===== src/rtl/uart_pkg.sv =====
// Shared UART definitions: FSM state encoding common to the receiver and transmitter,
// plus the default baud divider for a 100 MHz clock at 9600 baud.
package uart_pkg;

   typedef enum logic [2:0] {
      IDLE    = 3'd0,
      START   = 3'd1,
      DATA    = 3'd2,
      PARITY  = 3'd3,
      STOP    = 3'd4,
      CLEANUP = 3'd5
   } uartState_e;

   localparam int DEFAULT_CLKS_PER_BIT = 100_000_000 / 9_600;

endpackage


===== src/rtl/uart_rx_if.sv =====
// Receiver-side bundle: the serial line into the receiver and the byte/strobe outputs to the consumer.
// The master drives the line and watches the results; the slave is the receiver itself.
interface uart_rx_if;

   logic       rx_serialIn;
   logic [7:0] rxByte;
   logic       rxDone;
   logic       rxActive;
   logic       frameErr;
   logic       parityErr;

   modport master (
      output rx_serialIn,
      input  rxByte, rxDone, rxActive, frameErr, parityErr
   );

   modport slave (
      input  rx_serialIn,
      output rxByte, rxDone, rxActive, frameErr, parityErr
   );

endinterface


===== src/rtl/uart_sync2.sv =====
// Two-flop synchronizer for an asynchronous pad input; both flops reset to RST_VAL.
module uart_sync2 #(
   parameter logic RST_VAL = 1'b1
) (
   input  logic clk,
   input  logic rst,
   input  logic d_i,
   output logic q_o
);

   logic meta_q;
   logic sync_q;

   always_ff @(posedge clk) begin
      if (rst) begin
         meta_q <= RST_VAL;
         sync_q <= RST_VAL;
      end else begin
         meta_q <= d_i;
         sync_q <= meta_q;
      end
   end

   assign q_o = sync_q;

endmodule


===== src/rtl/uart_rx.sv =====
// UART receiver, 8N1, LSB first, mid-bit sampling. Defining UART_RX_PARITY_EN adds an
// even-parity bit between data and stop; otherwise parityErr is tied low.
module uart_rx
   import uart_pkg::*;
#(
   parameter  int CLKS_PER_BIT = DEFAULT_CLKS_PER_BIT,
   localparam int CNT_W        = $clog2(CLKS_PER_BIT)
) (
   input  logic     clk,
   input  logic     rst,
   uart_rx_if.slave rxIf
);

   localparam logic [CNT_W-1:0] HALF = CNT_W'((CLKS_PER_BIT - 1) / 2);
   localparam logic [CNT_W-1:0] LAST = CNT_W'(CLKS_PER_BIT - 1);

   logic             rxs;
   uartState_e       state_q;
   logic [CNT_W-1:0] cnt_q;
   logic [2:0]       idx_q;
   logic [7:0]       shift_q;
   logic [7:0]       rxByte_q;
   logic             rxDone_q;
   logic             rxActive_q;
   logic             frameErr_q;
   logic             cntLast;
`ifdef UART_RX_PARITY_EN
   logic             parityErr_q;
   logic             parOk_q;
`endif

   uart_sync2 #(.RST_VAL(1'b1)) syncRx (
      .clk (clk),
      .rst (rst),
      .d_i (rxIf.rx_serialIn),
      .q_o (rxs)
   );

   assign cntLast = (cnt_q == LAST);

   // Status pulses default low every cycle, so any strobe raised at a sample edge lasts exactly one clock.
   always_ff @(posedge clk) begin
      if (rst) begin
         state_q    <= IDLE;
         cnt_q      <= '0;
         idx_q      <= '0;
         shift_q    <= '0;
         rxByte_q   <= '0;
         rxDone_q   <= 1'b0;
         rxActive_q <= 1'b0;
         frameErr_q <= 1'b0;
`ifdef UART_RX_PARITY_EN
         parityErr_q <= 1'b0;
         parOk_q     <= 1'b1;
`endif
      end else begin
         rxDone_q   <= 1'b0;
         frameErr_q <= 1'b0;
`ifdef UART_RX_PARITY_EN
         parityErr_q <= 1'b0;
`endif
         case (state_q)
            IDLE: begin
               cnt_q <= '0;
               idx_q <= '0;
               if (!rxs) begin
                  state_q    <= START;
                  rxActive_q <= 1'b1;
               end
            end
            START: begin
               if (cnt_q == HALF) begin
                  cnt_q <= '0;
                  if (!rxs) begin
                     state_q <= DATA;
                  end else begin
                     state_q    <= IDLE;
                     rxActive_q <= 1'b0;
                  end
               end else begin
                  cnt_q <= cnt_q + 1'b1;
               end
            end
            DATA: begin
               if (cntLast) begin
                  cnt_q          <= '0;
                  shift_q[idx_q] <= rxs;
                  if (idx_q == 3'd7) begin
                     idx_q <= '0;
`ifdef UART_RX_PARITY_EN
                     state_q <= PARITY;
`else
                     state_q <= STOP;
`endif
                  end else begin
                     idx_q <= idx_q + 3'd1;
                  end
               end else begin
                  cnt_q <= cnt_q + 1'b1;
               end
            end
`ifdef UART_RX_PARITY_EN
            PARITY: begin
               if (cntLast) begin
                  cnt_q   <= '0;
                  parOk_q <= ~(^{shift_q, rxs});
                  state_q <= STOP;
               end else begin
                  cnt_q <= cnt_q + 1'b1;
               end
            end
`endif
            STOP: begin
               if (cntLast) begin
                  cnt_q      <= '0;
                  state_q    <= CLEANUP;
                  rxActive_q <= 1'b0;
                  if (!rxs) begin
                     frameErr_q <= 1'b1;
                  end
`ifdef UART_RX_PARITY_EN
                  if (!parOk_q) begin
                     parityErr_q <= 1'b1;
                  end else if (rxs) begin
                     rxByte_q <= shift_q;
                     rxDone_q <= 1'b1;
                  end
`else
                  if (rxs) begin
                     rxByte_q <= shift_q;
                     rxDone_q <= 1'b1;
                  end
`endif
               end else begin
                  cnt_q <= cnt_q + 1'b1;
               end
            end
            // Wait for the line to return high so a held-low break cannot look like a new start bit.
            CLEANUP: begin
               if (rxs) begin
                  state_q <= IDLE;
               end
            end
            default: begin
               state_q    <= IDLE;
               rxActive_q <= 1'b0;
            end
         endcase
      end
   end

   assign rxIf.rxByte   = rxByte_q;
   assign rxIf.rxDone   = rxDone_q;
   assign rxIf.rxActive = rxActive_q;
   assign rxIf.frameErr = frameErr_q;
`ifdef UART_RX_PARITY_EN
   assign rxIf.parityErr = parityErr_q;
`else
   assign rxIf.parityErr = 1'b0;
`endif

endmodule


===== src/flat_wrapper.sv =====
// flat-port wrapper written by rule: the top's interface ports become plain ports
module uart_rx_flat import uart_pkg::*;
#(
   parameter  int CLKS_PER_BIT = DEFAULT_CLKS_PER_BIT,
   localparam int CNT_W        = $clog2(CLKS_PER_BIT)
)
  (clk, rst, rxIf_rx_serialIn, rxIf_rxByte, rxIf_rxDone, rxIf_rxActive, rxIf_frameErr, rxIf_parityErr);
  uart_rx_if rxIf_i ();
  input  logic clk;
  input  logic rst;
  input wire logic [$bits(rxIf_i.rx_serialIn)-1:0] rxIf_rx_serialIn;
  output wire logic [$bits(rxIf_i.rxByte)-1:0] rxIf_rxByte;
  output wire logic [$bits(rxIf_i.rxDone)-1:0] rxIf_rxDone;
  output wire logic [$bits(rxIf_i.rxActive)-1:0] rxIf_rxActive;
  output wire logic [$bits(rxIf_i.frameErr)-1:0] rxIf_frameErr;
  output wire logic [$bits(rxIf_i.parityErr)-1:0] rxIf_parityErr;
  assign rxIf_i.rx_serialIn = rxIf_rx_serialIn;
  assign rxIf_rxByte = rxIf_i.rxByte;
  assign rxIf_rxDone = rxIf_i.rxDone;
  assign rxIf_rxActive = rxIf_i.rxActive;
  assign rxIf_frameErr = rxIf_i.frameErr;
  assign rxIf_parityErr = rxIf_i.parityErr;
  uart_rx #(.CLKS_PER_BIT(CLKS_PER_BIT)) u_core (.clk(clk), .rst(rst), .rxIf(rxIf_i));
endmodule

===== config.mk =====
export PLATFORM = sky130hd
export DESIGN_NAME = uart_rx_flat
export DESIGN_NICKNAME = d
export VERILOG_FILES = /design/src/rtl/uart_pkg.sv /design/src/rtl/uart_rx_if.sv /design/src/rtl/uart_sync2.sv /design/src/rtl/uart_rx.sv /design/src/flat_wrapper.sv
export SDC_FILE = /design/constraint.sdc
export NUM_CORES = 1
export LEC_CHECK = 0
export ABC_AREA = 1
export CAP_MARGIN = 30
export CORE_MARGIN = 2
export CORE_UTILIZATION = 58
export DETAILED_ROUTE_END_ITERATION = 16
export PLACE_DENSITY = 0.75
export SYNTH_ARGS = -nofsm -noshare
export SYNTH_HDL_FRONTEND = slang
export SYNTH_SLANG_ARGS = --single-unit

===== constraint.sdc =====
create_clock -name clk -period 1.8 [get_ports clk]
set_input_delay 0.36 -clock clk [delete_from_list [all_inputs] [get_ports clk]]
set_output_delay 0.36 -clock clk [all_outputs]
set_load 0.03 [all_outputs]

==> impl_results.md, run 1 <==
* Sequential fraction of the synthesis area at 36.3%
* Post-synth cell types at 30
* Hpwl dp at 3560 um
* Sw Pwr at 1.48 mW
* I/O pins at 15
* Status: finished clean
* Avg Inst Size Synth at 6.52 um2
* Detail Route Antenna Nets at 0
* Largest net degree at the start of global routing at 24
* Comb pwr share at roughly 45%
* Iteration-0 DRC Markers at 215
* Gp weighted congestion at 0.950
* Largest delay share family, worst path: buffers and inverters
* M1 WL at about 2300 um
* Post-CTS setup buffers at 0
* Fin cells at 414
* Routed wl met2 at approximately 2300 um
* Syn nets at 353
* Initial antenna violation count at 0
* Max Cap Viol at 0
* Sw Share at 43.8%
* Post-layout min period at ~1.7 ns
* CP Max Fanout at 1
* Final worst slack at between 0.09 and 0.1 ns
* Clock share of power at 22.6%
* Power share of the sequential group at 32.9%
* Vias in the first global route at 2024
* Fmax at 585 MHz
* DR WL/cell at 12.5 um
* Critical Setup Path Class: reg -> out
* TritonCTS clock tree: yes
* Num Clock Sinks at between 40 and 50
* Pre-Repair DR Iteration Count at 4
* Leakage at 1.06 nW
* Die H at 66.5 um
* Worst path slowest cell: clkdlybuf4s50_1
* Initial Utilization at 60.9%
* Warnings, synthesis at 0
* I/O Buffers at 13
* Cells after DPL at 406
* DR WL met3 at 369 um
* Via count at 2178
* CTS clk-pin slew, worst paths at ~0.080 ns
* Row Count at 22
* Slew Limit Fails at 0
* Post-place setup slack at ~0.03 ns
* Synth Instances at 347
* P_int at 1.91 mW
* Detailed Route WL at 5160 um
* Critical path cell sequence: clkdlybuf4s50_1
* Die X at 66.5 um
* Bufs and invs on worst path at 1
* Die area at 0.00442 mm2
* Max H-tree Level at 2
* Total gr overflow at 0
* Ant. Diodes at 0
* Maximum buffer depth of the clock tree at 2
* Final Cycle Share at 95.0%
* Critical Path AT at 1.35 ns
* Fin. Hold Viols at 0
* Top Layer Used: met4
* Final setup TNS at 0 ns
* Area added between synthesis and finish at 14.9%
* NumNets Final at 371
* Worst hold path class: reg -> reg
* First-pass GRT wire length at 9080 um
* Root Driver: clkbuf_8
* Clock Latency Late Sink at around 0.30 ns
* RSZ-0062 raised after global routing: false
* Overall routing resource usage at 26.6%
* Share of layout cells above drive strength 1 at 13.1%
* Worst setup EP type: output port
* Slowest stage delay, CP at 0.71 ns
* Post-Syn Area at 0.00226 mm2
* Via density at 5.26
* # DRC at 0
* Max VDD drop at about 1000 uV
* Worst EP required at 1.44 ns
* Num CTS Buffers at 5
* Pwr dens at 1300 mW/mm2
* Yosys reg bits at 41
* Kind of start point of the critical path: register
* CORE AREA at 0.00372 mm2
* Final setup vio count at 0
* Hold Slack at 0.427 ns
* Clock skew at between 0.005 and 0.006 ns
layout make-up:
class / count / area [um2]
Clock buffer: 5 / 68.8
Inverter: 50 / 188
Sequential cell: 41 / 822
Multi-Input combinational cell: 245 / 1220
Clock inverter: 3 / 46.3
Timing Repair Buffer: 22 / 198
Fill cell: 323 / 1110
Tap cell: 48 / 60.1
cell families (layout without fill, tap and decap cells):
| logic type | after synthesis | count (layout) | share of synthesized area (%) |
|---|---|---|---|
| compound gates | 52 | 52 | 12.0 |
| fa+ha+maj | 3 | 3 | 1.66 |
| buf+inv | 61 | 80 | 11.8 |
| flops | 41 | 41 | 36.3 |
| other cells | 1 | 1 | 0.166 |
| simple gates | 189 | 189 | 38.1 |
layout by cell type (no fill, tap or decap), types with 2 or more instances in the layout:
| master | n |
|---|---|
| nand3_1 | 29 |
| a21oi_2 | 2 |
| o21ai_0 | 17 |
| dfxtp_1 | 40 |
| clkdlybuf4s50_1 | 13 |
| a21oi_1 | 28 |
| nand2_2 | 3 |
| buf_4 | 9 |
| nand4_1 | 5 |
| inv_2 | 5 |
| nand3_2 | 2 |
| ha_1 | 2 |
| nor2_2 | 7 |
| nor3_1 | 6 |
| inv_1 | 44 |
| nand2_4 | 3 |
| or2_2 | 2 |
| o21ai_1 | 2 |
| nor2_4 | 2 |
| nand2_1 | 93 |
| a22oi_1 | 3 |
| clkbuf_8 | 5 |
| nor2_1 | 34 |
cell usage after synthesis:
cell type  count  area share (%)
a21oi_1       29             6.4
or2_2          2            0.55
nor2_2         5             1.4
conb_1         1            0.17
buf_4          3            0.99
inv_1         44             7.3
buf_6          3             1.5
nand4_2        1            0.55
clkinv_1       1            0.17
nor3_4         1            0.72
nand2_4        2            0.99
nand3_2        1            0.44
o21ai_0       17             3.8
nand3_1       30             6.6
dfxtp_1       41              36
nand3_4        1            0.77
nor2_4         2            0.99
nor2_1        36             6.0
nand2_1       94              16
nor3_1         6             1.3
clkbuf_4       1            0.33
inv_2          5            0.83
nand4_1        5             1.4
a22oi_1        3            0.99
nand2_2        3            0.83
a21oi_2        1            0.39
o21ai_1        2            0.44
buf_1          1            0.17
ha_1           3             1.7
clkbuf_1       3            0.50
path summary, 6_finish.rpt:
kind	from	endpoint	slack, ns	depth (start not counted)
setup / recovery	u_core.rxIf.rxDone	rxIf_rxDone	0.09	1
hold / removal	u_core.syncRx.meta_q	u_core.syncRx.q_o	0.43	1
setup reg to reg	u_core.cnt_q[0]	u_core.cnt_q[3]	0.15	10
hold reg to reg	u_core.syncRx.meta_q	u_core.syncRx.q_o	0.43	1
through the flow:
stage	instance area, um2	power (mW)	util [%]
2_1_floorplan	2260	2.38	-
3_3_place_gp	2440	2.55	65.7
3_5_place_dp	2440	2.58	65.7
4_1_cts	2560	3.34	68.8
5_1_grt	2600	3.65	70.0
6_report	2600	3.39	70.0
power groups by stage:
stage / Clock, mW / Sequential (mW) / Combinational (mW)
floorplan: 0 / 1.13 / 1.24
global placement: 0 / 1.13 / 1.42
detailed placement: 0 / 1.13 / 1.45
CTS: 0.773 / 1.11 / 1.46
global route: 0.806 / 1.13 / 1.72
finish: 0.765 / 1.12 / 1.51
sequential cells by signal, summed over array words and instances (netlist names):
name	count
u_core.cnt_q	14
u_core.idx_q	3
u_core.rxIf.frameErr	1
u_core.rxIf.rxActive	1
u_core.rxIf.rxByte	8
u_core.rxIf.rxDone	1
u_core.shift_q	8
u_core.state_q	3
u_core.syncRx.meta_q	1
u_core.syncRx.q_o	1
metal layers:
layer | vias up | global-route usage (%)
met5 | - | 0
met4 | 0 | 11.5
met3 | 9 | 6.93
met2 | 77 | 41.8
met1 | 961 | 34.5
li1 | 1131 | -
repair_timing:
action / in CTS / in global routing
setup endpoints to repair: 0 / 35
resized for setup: 0 / 10
hold buffers: 0 / 0
Power figures use the tool's default switching activity.
==> run 2: changes to the inputs <==
GPL_TIMING_DRIVEN = 1   (was default)
==> results of run 2 <==
The final DEF is identical to that of run 1; final timing and power are the same.
==> run 3: changes to the inputs <==
ABC_AREA = default   (was 1)
CORE_UTILIZATION = 25   (was 58)
PLACE_DENSITY = 0.38   (was 0.75)
==> impl_results.md, run 3 <==
* Status: finished, violations left (was finished clean)
* Failing checks: negative setup slack
* Final worst slack at -0.110 ns (was 0.0902 ns)
* Total gr overflow at 0 (unchanged)
* Register with the most flip-flops: u_core.cnt_q (unchanged)
* Seq. cell area at 826 um2 (was 822 um2)
* I/O pins at 15 (unchanged)
* Largest net degree at the start of global routing at 28 (was 24)
* Final setup vio count at 17 (was 0)
* I/O Buffers at 13 (unchanged)
* Maximum buffer depth of the clock tree at 2 (unchanged)
* Crit path capture: u_core.shift_q[2] (was rxIf_rxDone)
* Critical Setup Path Class: reg -> reg (was reg -> out)
* Worst hold path class: reg -> reg (unchanged)
* Synth Instances at 229 (was 347)
* TritonCTS clock tree: yes (unchanged)
* Filler Cells Inserted at 802 (was 323)
* Root Driver: clkbuf_8 (unchanged)
* Initial antenna violation count at 0 (unchanged)
* Yosys reg bits at 41 (unchanged)
* CORE AREA at 0.00769 mm2 (was 0.00372 mm2)
* Avg Inst Size Synth at 8.62 um2 (was 6.52 um2)
* Die X at 92.9 um (was 66.5 um)
* Num Clock Sinks at 41 (unchanged)
* Post-Syn Area at 0.00197 mm2 (was 0.00226 mm2)
* Ant. Diodes at 0 (unchanged)
* Post-place setup slack at -0.130 ns (was 0.0296 ns)
* Max VDD drop at 312 uV (was 1050 uV)
* Critical Path AT at 2.14 ns (was 1.35 ns)
* Synth top area share at 41.6% (was 36.3%)
* Detail Route Antenna Nets at 0 (unchanged)
* DR WL/cell at 13.1 um (was 12.5 um)
* Slowest stage delay, CP at 0.50 ns (was 0.71 ns)
* CTS clk-pin slew, worst paths at 0.08 ns (about the same)
* Overall routing resource usage at 12.8% (was 26.6%)
* NumNets Final at 295 (was 371)
* Iteration-0 DRC Markers at 114 (was 215)
* Layout Utilization at 37.0% (was 70.0%)
* Multi-input combinational cell area at 0.00122 mm2 (about the same)
* Die H at 92.9 um (was 66.5 um)
* RR Startpoint: u_core.cnt_q[0] (unchanged)
* Area leader, netlist: dfxtp_1 (unchanged)
* Most frequent cells in the layout: buf_4, dfxtp_1, nor2_1 (was nand2_1, inv_1, dfxtp_1)
* Max Cap Viol at 0 (unchanged)
* Detailed Route WL at 5140 um (was 5160 um)
* Worst EP required at 2.03 ns (was 1.44 ns)
* Warnings, synthesis at 0 (unchanged)
* # DRC at 0 (unchanged)
* Fmax at 524 MHz (was 585 MHz)
* Via density at 4.76 (was 5.26)
* Critical path cell sequence: ha_4 -> nor3b_4 -> nand4_4 -> or4_4 -> or3_4 -> a21oi_2 (was clkdlybuf4s50_1)
* Worst path slowest cell: or4_4 (was clkdlybuf4s50_1)
* Share of layout cells above drive strength 1 at 34.8% (was 13.1%)
* Final setup TNS at -0.654 ns (was 0 ns)
* Leakage at 1.12 nW (was 1.06 nW)
* Most common cell after layout, fill and taps aside: buf_4 (was nand2_1)
* Worst reg2reg path depth at 6 (was 10)
* Clock Latency Late Sink at 0.29 ns (was 0.30 ns)
* Row Count at 32 (was 22)
* Vias in the first global route at 1853 (was 2024)
* Pre-Repair DR Iteration Count at 4 (unchanged)
* Post-synth EDFFs at 0 (unchanged)
* Crit Reg-Reg Endpoint: u_core.shift_q[2] (was u_core.cnt_q[3])
* Gp weighted congestion at 0.740 (was 0.950)
* Clock skew at 0.00408 ns (was 0.00555 ns)
* Area added between synthesis and finish at 44.2% (was 14.9%)
* Worst setup EP type: register (was output port)
* Initial Utilization at 25.7% (was 60.9%)
* Largest register FFs at 14 (unchanged)
* Via count at 1865 (was 2178)
* Fin. Hold Viols at 0 (unchanged)
* Die area at 0.00862 mm2 (was 0.00442 mm2)
* Max H-tree Level at 2 (unchanged)
* Post-synth cell types at 50 (was 30)
* Syn nets at 235 (was 353)
* Kind of start point of the critical path: register (unchanged)
* Top cells by area, synth: dfxtp_1, mux2i_1, nor2_1, nand2_1, nand3_1 (was dfxtp_1, nand2_1, inv_1, nand3_1, a21oi_1)
* CP Max Fanout at 7 (was 1)
* Num CTS Buffers at 5 (unchanged)
* Crit path from: u_core.cnt_q[0] (was u_core.rxIf.rxDone)
* Slew Limit Fails at 0 (unchanged)
* Async SR Flop Fraction at 0% (unchanged)
* Most frequent cells after synthesis: dfxtp_1, nor2_1, nand2_1 (was nand2_1, inv_1, dfxtp_1)
* First-pass GRT wire length at 8800 um (was 9080 um)
* Prevailing post-synth register cell: dfxtp_1 (unchanged)
* # hold bufs at CTS at 0 (unchanged)
* Post-layout min period at 1.91 ns (was 1.71 ns)
* Most frequent cell after synthesis: dfxtp_1 (was nand2_1)
* Sequential fraction of the synthesis area at 41.6% (was 36.3%)
* R2R setup slack at -0.11 ns (was 0.15 ns)
* Pwr dens at 669 mW/mm2 (was 1300 mW/mm2)
* Hpwl dp at 3770 um (was 3560 um)
* Final Cycle Share at 106% (was 95.0%)
* RSZ-0062 raised after global routing: true (was false)
[run 3: per-layer routing]
layer	share of wire (%)	vias to the layer above	global-route usage, %
met3	2.0	4	2.44
met5	0	-	0
met4	1.0	0	3.68
li1	-	945	-
met1	43	899	14.7
met2	54	17	23.9
[run 3: cells by family (layout without fill, tap and decap cells)]
logic type,Yosys count,in the layout,share of synthesized area (%)
flip-flops,41,41,41.6
other,1,1,0.190
multiplexers,13,13,6.65
buffers and inverters,16,77,3.80
XOR/XNOR,2,2,0.887
AO/OA/AOI/OAI,44,44,14.6
adder cells (fa/ha/maj),3,3,1.90
AND/OR/NAND/NOR,109,109,30.4
[run 3: worst min-delay path by stage]
stage | start | endpoint | slack, ns | cells after the start
after floorplan | u_core.syncRx.meta_q | u_core.syncRx.q_o | 0.39 | 1
after global placement | u_core.syncRx.meta_q | u_core.syncRx.q_o | 0.40 | 1
after detailed placement | u_core.syncRx.meta_q | u_core.syncRx.q_o | 0.40 | 1
after CTS | u_core.syncRx.meta_q | u_core.syncRx.q_o | 0.42 | 1
after global routing | u_core.syncRx.meta_q | u_core.syncRx.q_o | 0.45 | 1
final | u_core.syncRx.meta_q | u_core.syncRx.q_o | 0.42 | 1
[run 3: what timing repair did]
action / 4_1_cts / 5_1_grt
buffers inserted: 5 / 1
pin swaps: 1 / 5
cloned: 0 / 1
endpoints found under the setup margin: 16 / 31
gates resized for setup: 7 / 29
[run 3: where the power goes]
group	switching, mW	leakage [nW]	internal (mW)
Clock	0.345	0.0525	0.360
Combinational	0.134	0.731	0.132
Sequential	0.0152	0.332	0.918
Total	0.494	1.12	1.41
[run 3: cell type report]
class	instances	area share [%]
Clock buffer	6	3.30
Clock inverter	2	0.571
Inverter	2	0.264
Multi-Input combinational cell	172	42.8
Sequential cell	41	29.0
Tap cell	102	4.48
Timing Repair Buffer	67	19.6
[run 3: metrics by stage]
| stage | total power, mW | hold slack [ns] | instance area (um2) | std cells |
|---|---|---|---|---|
| 6_report | 1.90 | 0.419 | 2850 | 392 |
| 5_1_grt | 2.01 | 0.449 | 2850 | 392 |
| 4_1_cts | 1.91 | 0.422 | 2710 | 390 |
| 3_5_place_dp | 1.18 | 0.401 | 2540 | 377 |
| 3_3_place_gp | 1.18 | 0.404 | 2540 | 377 |
| 2_1_floorplan | 1.06 | 0.389 | 2000 | 229 |
[run 3: critical path: cells and delay by family, from the launching register on]
| kind | cells | cell delay, ns |
|---|---|---|
| and+or+nand+nor | 4 | 1.25 |
| adders and majority gates | 1 | 0.13 |
| AOI/OAI and AO/OA | 1 | 0.11 |
| DFF | 1 | 0.36 |
